**src/rtl/alu_arbiter.sv**
```systemverilog
// Round-robin arbiter sharing one single-cycle ALU between two requesters.
// Each requester owns a one-entry result slot with a valid/ready response channel.
module alu_arbiter (
  input  logic        i_clk,
  input  logic        i_reset,
  // requester 0
  input  logic        i_req0_valid,
  output logic        o_req0_ready,
  input  logic [31:0] i_req0_op_a,
  input  logic [31:0] i_req0_op_b,
  input  logic [3:0]  i_req0_alu_op,
  output logic        o_rsp0_valid,
  input  logic        i_rsp0_ready,
  output logic [31:0] o_rsp0_data,
  // requester 1
  input  logic        i_req1_valid,
  output logic        o_req1_ready,
  input  logic [31:0] i_req1_op_a,
  input  logic [31:0] i_req1_op_b,
  input  logic [3:0]  i_req1_alu_op,
  output logic        o_rsp1_valid,
  input  logic        i_rsp1_ready,
  output logic [31:0] o_rsp1_data,
  output logic        o_last_grant
);

  localparam logic [3:0] OpAdd  = 4'd0;
  localparam logic [3:0] OpSub  = 4'd1;
  localparam logic [3:0] OpSlt  = 4'd2;
  localparam logic [3:0] OpSltu = 4'd3;
  localparam logic [3:0] OpXor  = 4'd4;
  localparam logic [3:0] OpOr   = 4'd5;
  localparam logic [3:0] OpAnd  = 4'd6;
  localparam logic [3:0] OpSll  = 4'd7;
  localparam logic [3:0] OpSrl  = 4'd8;
  localparam logic [3:0] OpSra  = 4'd9;

  logic        rsp0_valid_q, rsp0_valid_d;
  logic        rsp1_valid_q, rsp1_valid_d;
  logic [31:0] rsp0_data_q, rsp0_data_d;
  logic [31:0] rsp1_data_q, rsp1_data_d;
  logic        last_grant_q, last_grant_d;

  logic        elig0, elig1;
  logic        gnt0, gnt1;
  logic [31:0] alu_a, alu_b, alu_res;
  logic [3:0]  alu_op;

  // Eligibility and round-robin grant; nothing is granted while reset is held.
  always_comb begin
    elig0 = i_req0_valid && (!rsp0_valid_q || i_rsp0_ready) && !i_reset;
    elig1 = i_req1_valid && (!rsp1_valid_q || i_rsp1_ready) && !i_reset;
    // On contention the requester that did not win last time goes first.
    gnt0  = elig0 && (!elig1 || last_grant_q);
    gnt1  = elig1 && (!elig0 || !last_grant_q);
  end

  assign o_req0_ready = gnt0;
  assign o_req1_ready = gnt1;

  // Operand mux in front of the shared ALU.
  always_comb begin
    alu_a  = i_req0_op_a;
    alu_b  = i_req0_op_b;
    alu_op = i_req0_alu_op;
    if (gnt1) begin
      alu_a  = i_req1_op_a;
      alu_b  = i_req1_op_b;
      alu_op = i_req1_alu_op;
    end
  end

  // Single-cycle ALU; undefined opcodes return zero.
  always_comb begin
    alu_res = 32'd0;
    case (alu_op)
      OpAdd:   alu_res = alu_a + alu_b;
      OpSub:   alu_res = alu_a - alu_b;
      OpSlt:   alu_res = {31'd0, $signed(alu_a) < $signed(alu_b)};
      OpSltu:  alu_res = {31'd0, alu_a < alu_b};
      OpXor:   alu_res = alu_a ^ alu_b;
      OpOr:    alu_res = alu_a | alu_b;
      OpAnd:   alu_res = alu_a & alu_b;
      OpSll:   alu_res = alu_a << alu_b[4:0];
      OpSrl:   alu_res = alu_a >> alu_b[4:0];
      OpSra:   alu_res = $unsigned($signed(alu_a) >>> alu_b[4:0]);
      default: alu_res = 32'd0;
    endcase
  end

  // Result slot and round-robin pointer next state; a new result beats a drain.
  always_comb begin
    rsp0_valid_d = rsp0_valid_q;
    rsp0_data_d  = rsp0_data_q;
    rsp1_valid_d = rsp1_valid_q;
    rsp1_data_d  = rsp1_data_q;
    last_grant_d = last_grant_q;
    if (gnt0) begin
      rsp0_valid_d = 1'b1;
      rsp0_data_d  = alu_res;
      last_grant_d = 1'b0;
    end else if (rsp0_valid_q && i_rsp0_ready) begin
      rsp0_valid_d = 1'b0;
    end
    if (gnt1) begin
      rsp1_valid_d = 1'b1;
      rsp1_data_d  = alu_res;
      last_grant_d = 1'b1;
    end else if (rsp1_valid_q && i_rsp1_ready) begin
      rsp1_valid_d = 1'b0;
    end
  end

  // State registers; pointer resets to 1 so requester 0 wins the first contest.
  always_ff @(posedge i_clk or posedge i_reset) begin
    if (i_reset) begin
      rsp0_valid_q <= 1'b0;
      rsp1_valid_q <= 1'b0;
      rsp0_data_q  <= 32'd0;
      rsp1_data_q  <= 32'd0;
      last_grant_q <= 1'b1;
    end else begin
      rsp0_valid_q <= rsp0_valid_d;
      rsp1_valid_q <= rsp1_valid_d;
      rsp0_data_q  <= rsp0_data_d;
      rsp1_data_q  <= rsp1_data_d;
      last_grant_q <= last_grant_d;
    end
  end

  assign o_rsp0_valid = rsp0_valid_q;
  assign o_rsp1_valid = rsp1_valid_q;
  assign o_rsp0_data  = rsp0_data_q;
  assign o_rsp1_data  = rsp1_data_q;
  assign o_last_grant = last_grant_q;

endmodule

```
**config.mk**
```make
export PLATFORM = sky130hd
export DESIGN_NAME = alu_arbiter
export DESIGN_NICKNAME = d
export VERILOG_FILES = /design/src/rtl/alu_arbiter.sv
export SDC_FILE = /design/constraint.sdc
export NUM_CORES = 1
export LEC_CHECK = 0
export ABC_AREA = 0
export BUFFER_PORTS_ARGS = -buffer_cell sky130_fd_sc_hd__buf_2
export CAP_MARGIN = 20
export CORE_ASPECT_RATIO = 1.1
export CORE_MARGIN = 2
export CORE_UTILIZATION = 43
export CTS_CLUSTER_SIZE = 10
export DETAILED_ROUTE_END_ITERATION = 10
export HOLD_SLACK_MARGIN = 0.06
export PLACE_DENSITY = 0.65
export SLEW_MARGIN = 10
export SYNTH_ARGS = -nofsm -noshare
export SYNTH_HDL_FRONTEND = slang
export SYNTH_SLANG_ARGS = --single-unit
```
**constraint.sdc**
```tcl
create_clock -name i_clk -period 5.6 [get_ports i_clk]
set_clock_uncertainty 0.15 [all_clocks]
set_input_delay 0.28 -clock i_clk [delete_from_list [all_inputs] [get_ports i_clk]]
set_output_delay 0.28 -clock i_clk [all_outputs]
set_load 0.01 [all_outputs]
```
### Yosys cells after proc, flatten, opt, wreduce, memory -nomap -nowiden

Cells that the tools add are included.

* register bits after elaboration: 67
* bits of input ports: 142
* output and inout bits: 69
* word-level logic and storage cells: 56

* add/sub/neg operators: 2
* order comparisons: 2
* equality and inequality tests: 9
* shifts and indexed selects: 3
* mux-type cells: 10
* bitwise operators: 3
* reduce and logical (&&, ||, !) cells: 22

Operator list (number)
* $pmux 32 s10: 1
* $lt 32x32->1: 2
* $mux 32: 2
* $add 32x32->32: 1
* $and 32x32->32: 1
* $or 32x32->32: 1
* $shl 32x5->32: 1
* $shr 32x5->32: 1
* $sshr 32x5->32: 1
* $sub 32x32->32: 1
* $xor 32x32->32: 1
* $eq 4x3->1 const B: 4
* $eq 4x2->1 const B: 2
* $eq 4x4->1 const B: 2
* $logic_and 1x1->1: 8
* $logic_not 1->1: 6
* $mux 1: 6
* $reduce_bool 2->1: 3
* $eq 4x1->1 const B: 1
* $logic_not 4->1: 1
* $logic_or 1x1->1: 4
* $mux 4: 1

### Depth between registers and ports, before layout

Gate-level depths: netlist of run 1.

* depth in word-level cells: 10
* depth in mapped cells: 24
* depth with buffers taken out: 17

### Worst setup path before layout of run 1

Ideal clock, no wire load.

* path kind: register -> register
* from: register last_grant_q (netlist: o_last_grant)
* to: register rsp1_data_q[15] (netlist: o_rsp1_data[15])
* setup time: 132 ps
* arrival: 4943 ps
* required time: 5318 ps
* slack: 375 ps
* stages on the path, launching flop included: 24
* path buffers: 8
* clock period less this slack: 5225 ps
* cell sequence: dfstp_2 -> and2_4 -> a211o_2 -> buf_6 -> buf_6 -> buf_6 -> clkbuf_1 -> buf_2 -> clkbuf_1 -> clkbuf_1 -> nand2_1 -> nand2_1 -> ha_1 -> clkbuf_1 -> or3_1 -> nor3_1 -> a221o_1 -> a31o_2 -> a211oi_1 -> o311ai_1 -> o21ai_1 -> xnor2_1 -> a211oi_1 -> o21ai_1

* word-level cells in the longest chain between the ends: 6
* elaborated cells between the ends (all ways): 25
* those cells by class: add/sub: 2; eq/ne: 9; shift: 3; mux: 4; bitwise: 3; reduce/logical: 4

RTL lines
* from (decl): RTL line 42 `logic last_grant_q, last_grant_d;`
* from (signal assigned): RTL line 127 `last_grant_q <= last_grant_d;`
* $logic_not 1->1 *: RTL line 55 `gnt1 = elig1 && (!elig0 || !last_grant_q);`
* $logic_or 1x1->1 *: RTL line 55
* $logic_and 1x1->1 *: RTL line 55
* $mux 32 or $mux 4 (tied branches): RTL line 66 `if (gnt1) begin`
* $sub 32x32->32, or another cell as far along: RTL line 78 `OpSub: alu_res = alu_a - alu_b;`
* $pmux 32 s10: RTL line 76 `case (alu_op)`
* to (signal assigned): RTL line 126 `rsp1_data_q <= rsp1_data_d;`
* to (decl): RTL line 41 `logic [31:0] rsp1_data_q, rsp1_data_d;`

Every way passes the cells marked *; elsewhere a longest branch is shown, timed or not.
A chain may end at the register's enable or synchronous reset.

### Final worst setup path of run 1

* from: register last_grant_q (netlist: o_last_grant)
* to: register rsp0_data_q[0] (netlist: o_rsp0_data[0])

* word-level cells in the longest chain between the ends: 6
* elaborated cells between the ends (all ways): 29
* those cells by class: add/sub: 2; order compare: 2; eq/ne: 9; shift: 3; mux: 4; bitwise: 3; reduce/logical: 6

RTL lines
* $logic_not 1->1: RTL line 55
* $logic_or 1x1->1: RTL line 55
* $logic_and 1x1->1: RTL line 55
* $mux 32 or $mux 4 (tied branches): RTL line 66
* $sub 32x32->32, or another cell as far along: RTL line 78
* $pmux 32 s10: RTL line 76
* to (signal assigned): RTL line 125 `rsp0_data_q <= rsp0_data_d;`
* to (decl): RTL line 40 `logic [31:0] rsp0_data_q, rsp0_data_d;`

Several ways; a longest one is shown, not always the timed one.

==> results of run 1 <==
-- stage by stage --
step | instances | cell area, um2 | power, uW
global placement | 2672 | 16100 | 3290
finish | 2688 | 16400 | 3970
global route | 2688 | 16400 | 4180
detailed placement | 2672 | 16100 | 3300
CTS | 2688 | 16400 | 3900
floorplan | 2097 | 14500 | 2290
-- critical path: stages (launching register included) --
cell and delay [ns]:
dfstp_2 0.40, and2_4 0.17, a211o_4 0.38, inv_8 0.24, buf_12 0.30, mux2i_1 0.24
buf_4 0.18, inv_1 0.12, ha_1 0.53, inv_1 0.35, a21oi_1 0.15, o211ai_1 0.54
o21ai_0 0.25, a211oi_1 0.24, o21ai_1 0.17, nor3_1 0.57, buf_4 0.23, o21ai_0 0.07
-- routing by layer --
| layer | part of all wire [%] | vias to the layer above |
|---|---|---|
| met5 | 0 | - |
| met4 | 6.3 | 0 |
| met3 | 8.7 | 189 |
| met2 | 44 | 1070 |
| met1 | 41 | 8595 |
| li1 | - | 7963 |
-- layout by cell type (no fill, tap or decap), types with 10 or more instances in the layout --
cell type  count
or3_1         14
nand3_1       39
o21bai_1      15
a31oi_1       21
a21oi_1      178
mux2_2        38
buf_4         86
mux2i_1      178
a211oi_1      48
and2_1        13
nand2b_1      14
a22oi_1       13
inv_1        100
a21o_1        15
buf_2        210
o211ai_1      30
dfrtp_1       66
xnor2_1       28
nor2_1       180
o22ai_1       27
o221ai_1      10
nand2_1      306
nand4_1       14
o21ai_0      119
a221oi_1      22
nor3_1        59
nor2b_1       38
o31ai_1       12
and3_1        18
ha_1          94
o21ai_1       53
-- cell families after synthesis --
group / share of synthesized area (%)
xor+xnor: 1.75
simple gates: 22.6
flops: 11.6
fa+ha+maj: 8.39
mux: 16.9
compound gates: 30.8
buf+inv: 7.96
-- layout make-up --
type	count	area, um2	share of cell area (%)
Timing Repair Buffer	298	1740	10.6
Inverter	110	423	2.58
Sequential cell	67	1680	10.2
Multi-Input combinational cell	1765	11700	71.4
Clock buffer	10	239	1.46
Clock inverter	6	72.6	0.442
Tap cell	432	541	3.29
-- path summary, 6_finish.rpt --
kind	start	endpoint	slack (ns)	depth (start not counted)
max reg2reg	o_last_grant$_DFFE_PP1P_	o_rsp0_data[0]$_DFFE_PP0P_	0.19	17
min	i_reset	o_rsp0_data[0]$_DFFE_PP0P_	0.06	3
min reg2reg	o_rsp0_data[9]$_DFFE_PP0P_	o_rsp0_data[9]$_DFFE_PP0P_	0.31	2
min in group i_clk	i_rsp1_ready	o_rsp1_valid$_DFFE_PP0P_	0.08	3
max in group asynchronous	i_reset	o_rsp0_data[18]$_DFFE_PP0P_	4.66	3
max	o_last_grant$_DFFE_PP1P_	o_rsp0_data[0]$_DFFE_PP0P_	0.19	17
-- registers in the layout, indices dropped and copies added (netlist names) --
signal	cells
o_rsp1_valid	1
o_rsp1_data	32
o_last_grant	1
o_rsp0_valid	1
o_rsp0_data	32
-- power breakdown --
part           switching (uW)  internal, uW  leakage [uW]
sequential               81.6           621      0.000861
combinational            1780           899       0.00655
clock                     226           361      0.000150
==> flow_metrics.tcl, run 1 <==
set metrics [dict create \
    status "finished, final reports clean" \
    synth_cells 2097 \
    routed_wl_um 74900 \
    synth_warnings 0 \
    clk_latency_ns 0.33 \
    ios 211 \
    cts_hold_buf 0 \
    synth.distinct_cells 97 \
    irDropWorstVdd_v 0.000224 \
    clk_pin_slew_ns 0.06 \
    detail_route.iter0.violations 2176 \
    fin_setup_tns_ns 0 \
    syn_nets 2335 \
    die_h_um 197 \
    end_kind "register" \
    relSlewSlack_pct 18.9 \
    area_growth_pct 13.2 \
    path_class "reg2reg" \
    fin_crit_sh_pct 96.6 \
    worst_hold_slack_ns 0.0551 \
    vias_per_cell 6.63 \
    worstPathMaxFanout 48 \
    timing.fmax_mhz 185 \
    die_w_um 179 \
    utilization_pct 49.4 \
    placeableCoreArea_um2 33200 \
    period_needed_ns 5.41 \
    async_reset_ff_share_pct 100 \
    fill_cells 3515 \
    htreeDepth 3 \
    busiest_layer "met2" \
    synth.most_common_cell "nand2_1" \
    hold_path_class "in2async" \
    synth_ff_type "dfrtp_1" \
    avgSynthCellArea_um2 6.91 \
    port_buffers 210 \
    ant_nets 0 \
    grtUsageTotal_pct 41.3 \
    setup_viol 0 \
    synth.area.top_cells "mux2i_1 (13%), dfrtp_1 (11%), ha_1 (8.1%), nand2_1 (7.9%), a21oi_1 (6.1%)" \
    grt_start_max_net_pins 69 \
    p_leak_uw 0.00756 \
    synth_edf_count 0 \
    cts_root_buf "clkbuf_16" \
    met2_usage_pct 63.9 \
    drt_pre_antenna_iters 5 \
    wl_per_cell_um 27.9 \
    required_ns 5.64 \
    grt_use_met3_pct 5.83 \
    report.final.slew_viol_count 0 \
    rows 70 \
    met1_usage_pct 55.3 \
    synthTopCellsByCount "nand2_1 (306), mux2i_1 (182), nor2_1 (180)" \
    hold_viol 0 \
    drive_gt1_share_pct 18.2 \
    cts_buffers 9 \
    arrival_ns 5.45 \
    rsz0062_at_grt "false" \
    diodes 0 \
    grt_pass1_vias 16800 \
    place_congestion 1.01 \
    cp-start-kind "register" \
    layout_setup_ws_ns 0.191 \
    cts_max_path_buffers 2 \
    grt_antenna_before_repair 0 \
    route.detailed.drc 0 \
    seq_area_frac_synth_pct 11.6 \
    post-dp-hpwl_um 59400 \
    place_ws_ns 0.324 \
    tightest_slew_ns 1.18 \
    overflow 0 \
    p_per_area_nw_per_um2 242 \
    cts.sinks 67 \
    dieArea_um2 35200 \
    grt_pass1_wl_um 109000 \
    yosysTopAreaCellShare_pct 12.6 \
    cts_tree "done" \
    dr_total_vias 17800 \
    start_util_pct 43.6 \
    synth.ff_latch_count 67 \
    postCtsSetupRepairBufs 0 \
    cap_violations 0 \
    syn_area_um2 14500 \
    cts_resized 0 \
    num-nets-final 2489 \
    yosysTopAreaCell "mux2i_1" \
]
Note: power is estimated with default switching activity, not from simulation.
==> run 2, diff against run 1 <==
--- a/config.mk
+++ b/config.mk
@@ -9,7 +9,7 @@
 export BUFFER_PORTS_ARGS = -buffer_cell sky130_fd_sc_hd__buf_2
 export CAP_MARGIN = 20
 export CORE_ASPECT_RATIO = 1.1
-export CORE_MARGIN = 2
+export CORE_MARGIN = 5
 export CORE_UTILIZATION = 43
 export CTS_CLUSTER_SIZE = 10
 export DETAILED_ROUTE_END_ITERATION = 10
==> run 2 against run 1 <==
Power is 1.7% lower. First-iteration DRC count up 17%. Hold slack improved by 0.00073 ns. Clock power down 3%. Setup slack got worse by 0.016 ns. Via count increased by 0.30%. Non-clock buffer count fell by 6. Final area decreased by 0.21%. Sequential power about the same.
==> flow_metrics.tcl, run 2 (synthesis results as in run 1) <==
set metrics [dict create \
    final_common_cell "nand2_1" \
    htreeDepth 3 \
    place_area_um2 16100 \
    routed_wl_um 72700 \
    die_w_um 185 \
    combPwrFrac_pct 67.5 \
    worstPathMaxFanout 36 \
    p_int_uw 1860 \
    port_buffers 210 \
    tightest_slew_ns 1.04 \
    placeableCoreArea_um2 33300 \
    p_leak_uw 0.00755 \
    period_needed_ns 5.42 \
    route.detailed.drc 0 \
    clk_latency_ns 0.33 \
    grtUsageTotal_pct 36.7 \
    hold_viol 0 \
    grt_pass1_vias 16600 \
    crit_top_cell "o21ai_0" \
    cts_tree "done" \
    cts_buffers 9 \
    grt_start_max_net_pins 91 \
    ant_nets 0 \
    vias_per_cell 6.66 \
    cpLargestDelayFamily "compound AO/OA/AOI/OAI gates" \
    rsz0062_at_grt "false" \
    wl_per_cell_um 27.1 \
    path_cells "and2_4 -> a211o_4 -> inv_8 -> mux2_2 -> ha_1 -> fa_1 -> a22oi_1 -> o21ai_0 -> or3_1 -> nand3_1 -> o21ai_0 -> a31oi_1 -> o21ai_0 -> xnor2_1 -> a211oi_1 -> o21ai_0" \
    fin_setup_tns_ns 0 \
    relSlewSlack_pct 30.6 \
    cap_violations 0 \
    cts_root_buf "clkbuf_16" \
    drive_gt1_share_pct 17.9 \
    crit_buf_inv 1 \
    post-dp-hpwl_um 57500 \
    ios 211 \
    rrSetupSlack_ns 0.18 \
    grt_antenna_before_repair 0 \
    r2r_end "o_rsp1_data[14]$_DFFE_PP0N_" \
    cpPeakStageDelay_ns 0.63 \
    area_growth_pct 13.0 \
    grt_pass1_wl_um 106000 \
    place_congestion 1.08 \
    drt_pre_antenna_iters 7 \
    r2r_cells 16 \
    worst_path_max_delay_cell "a211oi_1" \
    detail_route.iter0.violations 2546 \
    worst_hold_slack_ns 0.0558 \
    cts_hold_buf 0 \
    cts_max_path_buffers 2 \
    postCtsSetupRepairBufs 0 \
    cts_resized 0 \
    p_clk_share_pct 14.5 \
    power_frac_seq_pct 18.0 \
    status "finished, final reports clean" \
    timing.fmax_mhz 184 \
    hold_path_class "in2async" \
    power_switching_uw 2040 \
    cp-start-kind "register" \
    rows 70 \
    num-nets-final 2483 \
    required_ns 5.64 \
    p_per_area_nw_per_um2 238 \
    path_class "reg2reg" \
    die_h_um 203 \
    start_util_pct 43.5 \
    setup_viol 0 \
    report.final.slew_viol_count 0 \
    end_kind "register" \
    r2r-start "o_last_grant$_DFFE_PP1P_" \
    fin_crit_sh_pct 96.9 \
    arrival_ns 5.46 \
    dieArea_um2 37500 \
    overflow 0 \
    final_cell_mix "nand2_1 (306), buf_2 (210), nor2_1 (180)" \
    irDropWorstVdd_v 0.000174 \
    netSwitchingFraction_pct 52.3 \
    cts.sinks 67 \
    design_area_um2 16400 \
    clk_pin_slew_ns 0.06 \
    dr_total_vias 17900 \
]
## run 2: power by group through the flow
stage,registers (uW),clock network (uW),logic [uW]
global route,718,598,2790
global placement,707,0,2520
detailed placement,711,0,2540
finish,703,568,2630
CTS,704,575,2540
floorplan,763,0,1520
## run 2: worst max path at each step
stage	depth (start not counted)	to	start
2_1_floorplan	23	o_rsp1_data[15]$_DFFE_PP0N_	o_last_grant$_DFFE_PP1P_
3_3_place_gp	18	o_rsp1_data[14]$_DFFE_PP0N_	i_rsp0_ready
3_5_place_dp	18	o_rsp1_data[14]$_DFFE_PP0N_	i_rsp0_ready
4_1_cts	17	o_rsp1_data[14]$_DFFE_PP0N_	o_last_grant$_DFFE_PP1P_
5_1_grt	16	o_rsp1_data[14]$_DFFE_PP0N_	o_last_grant$_DFFE_PP1P_
6_report	16	o_rsp1_data[14]$_DFFE_PP0N_	o_last_grant$_DFFE_PP1P_
## run 2: metrics by stage
step	util (%)	cells	power, uW	setup slack (ns)
after floorplan	-	2097	2290	0.375
after global placement	48.2	2665	3230	0.184
after detailed placement	48.2	2665	3250	0.0484
after CTS	49.1	2681	3820	0.114
after global routing	49.2	2682	4100	0.0361
final	49.2	2683	3900	0.175
## run 2: layer usage
layer / vias up / GRT usage, % / part of all wire (%)
li1: 7951 / - / -
met1: 8638 / 50.8 / 41
met2: 1085 / 56.3 / 44
met3: 196 / 5.72 / 9.5
met4: 0 / 16.1 / 5.7
met5: - / 0 / 0
## run 2: tightest hold or removal path, delay by kind of cell
family                 cells  cell delay, ns
buffers and inverters      3            0.79
## run 2: cell type report
type / instances / area [um2]
Clock inverter: 6 / 70.1
Antenna cell: 1 / 2.50
Inverter: 110 / 423
Tap cell: 432 / 541
Timing Repair Buffer: 292 / 1710
Fill cell: 3516 / 16900
Clock buffer: 10 / 229
Multi-Input combinational cell: 1765 / 11700
Sequential cell: 67 / 1680
